[src/rtl/hazard_stall_ctrl.sv]
// hazard_stall_ctrl: load-use/branch hazard stall FSM with IF/ID flush.
// HAZ_STALL_STAT_EN builds the saturating stall_cycles counter; otherwise it reads 0.
module hazard_stall_ctrl #(
   parameter int RW       = 5,
   parameter int LOAD_LAT = 1,
   parameter int CNT_W    = 3
) (
   input  logic          clk,
   input  logic          rst_n,
   input  logic [RW-1:0] id_rs,
   input  logic [RW-1:0] id_rt,
   input  logic          id_use_rs,
   input  logic          id_use_rt,
   input  logic          id_branch,
   input  logic          id_jr,
   input  logic          id_taken,
   input  logic [RW-1:0] ex_dst,
   input  logic          ex_regwrite,
   input  logic          ex_memread,
   input  logic [RW-1:0] mem_dst,
   input  logic          mem_regwrite,
   input  logic          mem_memread,
   output logic          pc_en,
   output logic          ifid_en,
   output logic          idex_bubble,
   output logic          ifid_flush,
   output logic [31:0]   stall_cycles
);
   typedef enum logic {RUN, LWAIT} state_t;
   localparam logic [CNT_W-1:0] LD = CNT_W'(LOAD_LAT - 1);
   state_t           state, state_nxt;
   logic [CNT_W-1:0] cnt, cnt_nxt;
   logic             m_ex, m_mem, lu, bx, bm, stall, act;
   assign m_ex  = (ex_dst != '0) && ((id_use_rs && id_rs == ex_dst) || (id_use_rt && id_rt == ex_dst));
   assign m_mem = (mem_dst != '0) && ((id_use_rs && id_rs == mem_dst) || (id_use_rt && id_rt == mem_dst));
   assign lu    = ex_memread && ex_regwrite && m_ex;
   assign bx    = (id_branch || id_jr) && ex_regwrite && m_ex;
   assign bm    = (id_branch || id_jr) && mem_memread && mem_regwrite && m_mem;
   always_ff @(posedge clk) begin
      if (!rst_n) begin
         state <= RUN;
         cnt   <= '0;
      end else begin
         state <= state_nxt;
         cnt   <= cnt_nxt;
      end
   end
   always_comb begin
      state_nxt = state;
      cnt_nxt   = cnt;
      stall     = (state == LWAIT) || lu || bx || bm;
      if (state == RUN) begin
         if (lu && LOAD_LAT > 1) begin
            state_nxt = LWAIT;
            cnt_nxt   = LD;
         end
      end else begin
         cnt_nxt   = cnt - CNT_W'(1);
         state_nxt = (cnt == CNT_W'(1)) ? RUN : LWAIT;
      end
   end
   // reset masks every output to the free-running, no-flush condition
   assign act         = rst_n && stall;
   assign pc_en       = !act;
   assign ifid_en     = !act;
   assign idex_bubble = act;
   assign ifid_flush  = rst_n && id_taken && !stall;
`ifdef HAZ_STALL_STAT_EN
   logic [31:0] stat;
   always_ff @(posedge clk) begin
      if (!rst_n)
         stat <= '0;
      else if (idex_bubble && stat != '1)
         stat <= stat + 32'd1;
   end
   assign stall_cycles = stat;
`else
   assign stall_cycles = 32'd0;
`endif
endmodule

[config.mk]
export PLATFORM = sky130hd
export DESIGN_NAME = hazard_stall_ctrl
export DESIGN_NICKNAME = d
export VERILOG_FILES = /design/src/rtl/hazard_stall_ctrl.sv
export SDC_FILE = /design/constraint.sdc
export NUM_CORES = 1
export LEC_CHECK = 0
export CORE_MARGIN = 1
export CORE_UTILIZATION = 31
export CTS_CLUSTER_SIZE = 12
export DETAILED_ROUTE_END_ITERATION = 10
export GPL_TIMING_DRIVEN = 0
export HOLD_SLACK_MARGIN = 0.15
export PLACE_DENSITY = 0.87
export SLEW_MARGIN = 10
export SYNTH_ARGS = -nofsm -noshare
export SYNTH_HDL_FRONTEND = slang
export SYNTH_SLANG_ARGS = --single-unit
export TNS_END_PERCENT = 20
[constraint.sdc]
create_clock -name clk -period 1.7 [get_ports clk]
set_clock_uncertainty 0.2 [all_clocks]
set_input_delay 0.34 -clock clk [delete_from_list [all_inputs] [get_ports clk]]
set_output_delay 0.34 -clock clk [all_outputs]
set_load 0.01 [all_outputs]
Word-level counts from Yosys, hierarchy flattened
Index checks and enable logic that the tools add are counted.

cells by class
  $mul = 0
  shift operators = 0
  reduce and logical (&&, ||, !) cells = 27
  eq/ne operators = 5
  multiplexer cells = 1
  order comparisons = 0
  add/subtract/negate cells = 1
  divide/modulo/power cells = 0
  bitwise gates (word level) = 0

operator list
  kind                   number
  $eq A5 B5 Y1           4
  $logic_and A1 B1 Y1    16
  $reduce_bool A5 Y1     2
  $logic_or A1 B1 Y1     6
  $eq A3 B1 Y1 const B   1
  $sub A3 B1 Y3 const B  1
  $logic_not A1 Y1       2
  $reduce_and A2 Y1      1
  $mux W1                1

storage, ports and cells
  memories kept = 0
  output and inout bits = 36
  register bits = 4
  ROM bits = 0
  latch bits = 0
  memory bits (writable) = 0
  input bits = 31

Logic depth before layout (Yosys ltp)
Gate-level depths: netlist (run 1).

  word-level depth = 10
  gate-level depth with buffers = 6
  depth with buffers taken out = 5

Worst setup path before layout (run 1)
Ideal clock, no wire load.

  path kind = input port to output port
  start point = input mem_dst[4]
  end point = output pc_en
  data arrival time = 1,221 ps
  cell stages on the path = 6
  setup slack = -61 ps
  required time = 1,160 ps
  cells stage by stage = xnor2_1 nand4_1 o22ai_1 a221oi_2 nand2b_1 buf_4

on the way
  cells in the longest elaborated chain, start to end = 8

ends and longest elaborated chain
  element                  line  source
  start, declared          20    input logic [RW-1:0] mem_dst,
  $eq A5 B5 Y1             35    assign m_mem = (mem_dst != '0) && ((id_use_rs && id_rs == mem_dst) || (id_use_rt && id_rt == mem_dst));
  $logic_and A1 B1 Y1      35
  $logic_or A1 B1 Y1       35
  $logic_and A1 B1 Y1 (*)  35
  $logic_and A1 B1 Y1 (*)  38    assign bm = (id_branch || id_jr) && mem_memread && mem_regwrite && m_mem;
  $logic_or A1 B1 Y1 (*)   51    stall = (state == LWAIT) || lu || bx || bm;
  $logic_and A1 B1 Y1 (*)  63    assign act = rst_n && stall;
  $logic_not A1 Y1 (*)     n/a
  end, declared            23    output logic pc_en,

Every way passes the cells marked *; elsewhere a longest branch is shown, timed or not.

Worst setup path in the final report (run 1)
  start point = input id_rs[3]
  end point = output pc_en

on the way
  cells in the longest elaborated chain, start to end = 10

ends and longest elaborated chain
  element                           line  source
  start, declared                   10    input logic [RW-1:0] id_rs,
  $eq A5 B5 Y1                      34    assign m_ex = (ex_dst != '0) && ((id_use_rs && id_rs == ex_dst) || (id_use_rt && id_rt == ex_dst));
  $logic_and A1 B1 Y1               34
  $logic_or A1 B1 Y1                34
  $logic_and A1 B1 Y1               34
  $logic_and A1 B1 Y1               36    assign lu = ex_memread && ex_regwrite && m_ex;
  $logic_or A1 B1 Y1 (2 in series)  51
  $logic_or A1 B1 Y1 (*)            51
  $logic_and A1 B1 Y1 (*)           63
  $logic_not A1 Y1 (*)              64    assign pc_en = !act;

Marked as above.

==> impl_metrics.ini, run 1 <==
[run_status]
status = complete, but fails checks
violations = setup timing

[synth]
synth-seq-cells = 4
synth_edf_count = 0
synth_top_area_cell = buf_4
syn_avg_cell_area_um2 = 7.75
yosys_warnings = 0
synthTopCellsByCount = 33 x buf_4, 21 x xnor2_1, 7 x nand2_1
synth_area_leaders = buf_4 34%, xnor2_1 25%, dfxtp_1 11%
netlist.area_leader.share = 0.340
syn-cell-area_um2 = 728
ys.flop_type = dfxtp_1
synth-async-reset-ratio = 0
synthCells = 94
yosysUniqueCellTypes = 21
ys_seq_area_frac = 0.110
synthMostInstantiatedCell = buf_4

[placed_design]
numPortBuffers = 34
dp_hpwl_mm = 1.55
gp_congestion = 0.736
placed_cells = 187

[power]
p_leak_nw = 0.698
totalPowerFinal_uw = 493
power_density_nw_per_um2 = 373
power.share.clock = 0.249
vdd.ir_drop.worst_v = 0.000461
comb_power_share = 0.559
seq_power_share = 0.191
p_int_uw = 332
sw_frac_of_total = 0.327
switchingPower_uw = 161

[route]
dr.pass1.iters = 6
num_vias = 757
detail_route.wirelength_mm = 1.99
drt_iter0_drc = 6
ant_nets = 0
vias_per_cell = 3.98
routedWlPerCell_um = 10.5
post-route-drc-count = 0

[sta]
rsz0062_at_grt = yes
tns_ns = -1.07
fmax_mhz = 495
finalSetupViolCount = 4
setup_ws_ns = -0.321
period_needed_ns = 2.02
whs_ns = 0.282
period_share = 1.19
hold_viol = 0
drv_slew = 0

[clock_tree]
post_cts_buffers = 0
cts_root_buf = clkbuf_4
cts_hold_buf = 0
htreeDepth = 1
clock_latency_ns = 0.24
clock_sinks = 4
clk_pin_slew_ns = 0.04
numCtsBuffers = 3
clock_path_buffers = 2
cts_tree = yes

[die]
rows = 17
die-area_um2 = 2550
start_util = 0.329
core-area_um2 = 2210
die_w_um = 50.5
dieHeight_um = 50.5
io_pins = 67

[worst_hold_path]
holdPathStages = 2
min_from = cnt[2]$_SDFFE_PN0P_
worstHoldPathType = reg -> reg
holdPathEnd = state$_SDFF_PN0_

[global_routing]
grt_overflow = 0
antenna_found_initial = 0
grt_pass1_vias = 781
grt_use_total = 0.173
grt_pass1_wl_mm = 3.25
grt_max_degree = 8

[cells_and_area]
final_util = 0.597
diodes = 0
drive_gt1_frac = 0.488
final_cells = 190
fill_cells = 210
multiInputGateArea_um2 = 622
nNetsFinal = 197
area_delta_synth_final_pct = 81.3
regArea_um2 = 80.1

[worst_setup_path]
r2r_slack_ns = 0.50
worst-r2r-cell-count = 5
startpoint_type = input port
regToRegStartpoint = cnt[0]$_SDFFE_PN0P_
crit_arrival_ns = 1.48
endpoint_kind = output port
path_max_fanout = 3
r2r-end = cnt[2]$_SDFFE_PN0P_
critPathKind = in -> out
cp.required_ns = 1.16

[job]
cap_viol_max_count = 0
worst max-delay path, stage by stage:
cell and delay, ns:
buf_2 0.12, xnor2_1 0.12, nand4_1 0.14, o22ai_2 0.11
a221oi_4 0.30, nand2b_4 0.18, buf_6 0.09, buf_6 0.08
final cells by class:
cell class | instances | share of cell area
Tap cell | 28 | 0.0265
Inverter | 3 | 0.00853
Buffer | 33 | 0.191
Multi-Input combinational cell | 85 | 0.471
Timing Repair Buffer | 34 | 0.226
Sequential cell | 4 | 0.0607
Clock buffer | 3 | 0.0171
state kept, by name (all words and copies together), names as in the netlist:
register	count
state	1
cnt	3
stage by stage:
step | worst slack [ns] | area (µm²)
6_report | -0.321 | 1320
2_1_floorplan | -0.0327 | 852
5_1_grt | -0.407 | 1320
3_3_place_gp | -1.17 | 1230
3_5_place_dp | -1.17 | 1230
4_1_cts | -0.322 | 1290
placed cells by master (no fill, tap or decap):
cell,instances
nor3_2,1
nor3_1,1
clkdlybuf4s15_1,1
buf_4,32
xnor2_2,10
dlygate4sd2_1,4
a21oi_1,3
nor2b_1,1
xnor2_1,11
nor2_1,2
o211ai_1,1
a221oi_4,1
and2_1,2
dfxtp_1,4
nand2_1,7
nand2b_4,1
conb_1,32
ha_1,2
clkdlybuf4s50_1,2
o31ai_2,1
inv_1,3
xor2_1,1
buf_8,1
o22ai_2,2
nand4_1,4
clkbuf_4,3
o211a_1,1
and3_1,1
buf_2,12
buf_6,15
per-layer routing:
metal / vias up / GRT usage / wire length [µm]
li1: 382 / - / -
met1: 321 / 0.153 / 601
met2: 44 / 0.340 / 1140
met3: 10 / 0.0242 / 160
met4: 0 / 0.139 / 90
met5: - / 0 / 0
how the worst max path moves through the flow:
stage	slack, ns	end	from
after floorplan	-0.03	pc_en	mem_dst[4]
after global placement	-1.17	pc_en	mem_dst[0]
after detailed placement	-1.17	pc_en	ex_dst[0]
after CTS	-0.32	pc_en	mem_dst[3]
after global routing	-0.41	pc_en	mem_dst[0]
final	-0.32	pc_en	id_rs[3]
power groups by stage:
| stage | clock network [mW] | logic (mW) | registers, mW |
|---|---|---|---|
| after global placement | 0 | 0.243 | 0.0958 |
| after CTS | 0.127 | 0.260 | 0.0942 |
| after floorplan | 0 | 0.145 | 0.0958 |
| after global routing | 0.130 | 0.296 | 0.0942 |
| after detailed placement | 0 | 0.246 | 0.0958 |
| final | 0.123 | 0.276 | 0.0943 |
repair_timing:
action / CTS / global route
pin swaps: 22 / 3
endpoints found under the setup margin: 4 / 4
gates resized for setup: 155 / 3
cell families after synthesis:
group,Yosys count,synth area share
other,1,0.00515
xor gates and xnor gates,22,0.265
buffers and inverters,36,0.356
AOI/OAI and AO/OA,9,0.0928
adders and majority gates,2,0.0344
DFF,4,0.110
and+or+nand+nor,20,0.137
Note: power is estimated with default switching activity, not from simulation.
==> run 2: changes to the inputs <==
ABC_AREA = 1   (was not set)
CORE_UTILIZATION = 33   (was 31)
PLACE_DENSITY = 0.86   (was 0.87)
==> run 2 against run 1 <==
The flow still finishes with violations (setup timing). Sequential cell count is the same. Power shrank 0.90%. Non-clock buffer count is the same. Register-to-register slack gained 0.07 ns. Clock-buffer cell count is the same. Highest routed layer unchanged. Utilization shrank 1.5 points.
==> impl_metrics.ini, run 2 <==
[run_status]
status = complete, but fails checks
violations = setup timing

[die]
die-area_um2 = 2820
io_pins = 67
start_util = 0.348
core-area_um2 = 2480
die_w_um = 53.1
rows = 18
dieHeight_um = 53.1

[power]
power_density_nw_per_um2 = 339
p_leak_nw = 0.885
vdd.ir_drop.worst_v = 0.000402
totalPowerFinal_uw = 488

[synth]
yosysUniqueCellTypes = 16
ys_seq_area_frac = 0.0929
yosys_warnings = 0
synth_top_area_cell = buf_4
synth_edf_count = 0
synth_area_leaders = buf_4 29%, nand2_1 27%, inv_1 10%
syn-cell-area_um2 = 862
synthTopCellsByCount = 61 x nand2_1, 33 x buf_4, 23 x inv_1
synth-seq-cells = 4
ys.flop_type = dfxtp_1
netlist.area_leader.share = 0.287
syn_avg_cell_area_um2 = 5.26
synthMostInstantiatedCell = nand2_1
synth-async-reset-ratio = 0
synthCells = 164

[sta]
setup_ws_ns = -0.115
drv_slew = 0
period_share = 1.07
fmax_mhz = 551
rsz0062_at_grt = yes
hold_viol = 0
period_needed_ns = 1.81
finalSetupViolCount = 4
whs_ns = 0.267

[placed_design]
dp_hpwl_mm = 1.75
place_area_um2 = 1360
numPortBuffers = 34
gp_congestion = 0.903
pre_cts_ws_ns = -0.971

[route]
drt_iter0_drc = 28
dr.pass1.iters = 9
vias_per_cell = 3.97
routedWlPerCell_um = 7.93
detail_route.wirelength_mm = 2.08
ant_nets = 0
num_vias = 1040
post-route-drc-count = 0

[cells_and_area]
largest_reg_flops = 3
reg_top3 = cnt (3), state (1)
area_delta_synth_final_pct = 67.1
drive_gt1_frac = 0.448
diodes = 0
layout_common_cells = 48 x nand2_1, 33 x buf_4, 32 x conb_1, 17 x buf_6, 14 x nand2_2
nNetsFinal = 267
final_cell_area_um2 = 1440
largest_register = cnt
final_common_cell = nand2_1

[global_routing]
grt_max_degree = 7
grt_overflow = 0
grt_use_total = 0.151
antenna_found_initial = 0
grt_pass1_vias = 860
grt_pass1_wl_mm = 3.17

[worst_setup_path]
cp.required_ns = 1.16
critPathKind = in -> out
crit_arrival_ns = 1.27
endpoint_kind = output port
path_max_fanout = 3
startpoint_type = input port

[job]
cap_viol_max_count = 0

[clock_tree]
post_cts_buffers = 0
cts_tree = yes
clock_sinks = 4
clk_pin_slew_ns = 0.04
clock_latency_ns = 0.23
numCtsBuffers = 3
cts_root_buf = clkbuf_4
cts_hold_buf = 0
clock_path_buffers = 2
htreeDepth = 1

[worst_hold_path]
worstHoldPathType = reg -> reg
## run 2: final timing paths
kind                  startpoint                   to  slack [ns]  cells after the start
max                   mem_dst[4]                pc_en       -0.11                     11
min          cnt[2]$_SDFFE_PN0P_  cnt[2]$_SDFFE_PN0P_        0.27                      2
max reg2reg  cnt[0]$_SDFFE_PN0P_  cnt[2]$_SDFFE_PN0P_        0.57                      5
min reg2reg  cnt[2]$_SDFFE_PN0P_  cnt[2]$_SDFFE_PN0P_        0.27                      2
## run 2: layer usage
metal / vias to the layer above / GRT usage / share of wire
met1: 424 / 0.147 / 0.39
met4: 0 / 0.0351 / 0.021
li1: 561 / - / -
met5: - / 0 / 0
met3: 6 / 0.0402 / 0.094
met2: 49 / 0.308 / 0.50
## run 2: final cells by class
type,count,area (µm²)
plain buffers,33,251
multi-input cells,133,609
inverters,25,106
clock buffers,3,22.5
flip-flops and latches,4,80.1
repair buffers,34,333
fillers,249,1040
well taps,30,37.5
## run 2: report_power, final
part | internal (mW) | switching [mW]
Sequential | 0.0944 | 0
Clock | 0.0786 | 0.0344
Combinational | 0.148 | 0.133
## run 2: cell families (layout without fill, tap and decap cells)
family / Yosys count / after routing / synth area share
AND/OR/NAND/NOR: 88 / 88 / 0.405
buffers and inverters: 58 / 95 / 0.396
AO/OA/AOI/OAI: 11 / 11 / 0.0726
flip-flops: 4 / 4 / 0.0929
adder cells (fa/ha/maj): 2 / 2 / 0.0290
other: 1 / 32 / 0.00435
## run 2: what timing repair did
item	4_1_cts	5_1_grt
endpoints found under the setup margin	4	4
gates resized for setup	165	27
pin swaps	29	14
## run 2: worst max-delay path, cell delays in order
cell     delay (ns)
buf_8          0.11
nand2_2        0.06
nand2_2        0.05
nor2_2         0.12
nand3_1        0.09
nand2_1        0.08
nand2_1        0.06
nand3_2        0.07
nand2_2        0.07
buf_6          0.12
buf_6          0.11
## run 2: through the flow
stage               instances  setup TNS (ns)  utilization
floorplan                 195               0            -
global placement          259           -3.67        0.547
detailed placement        259           -3.71        0.547
CTS                       262          -0.236        0.548
global route              262          -0.691        0.581
finish                    262          -0.223        0.581
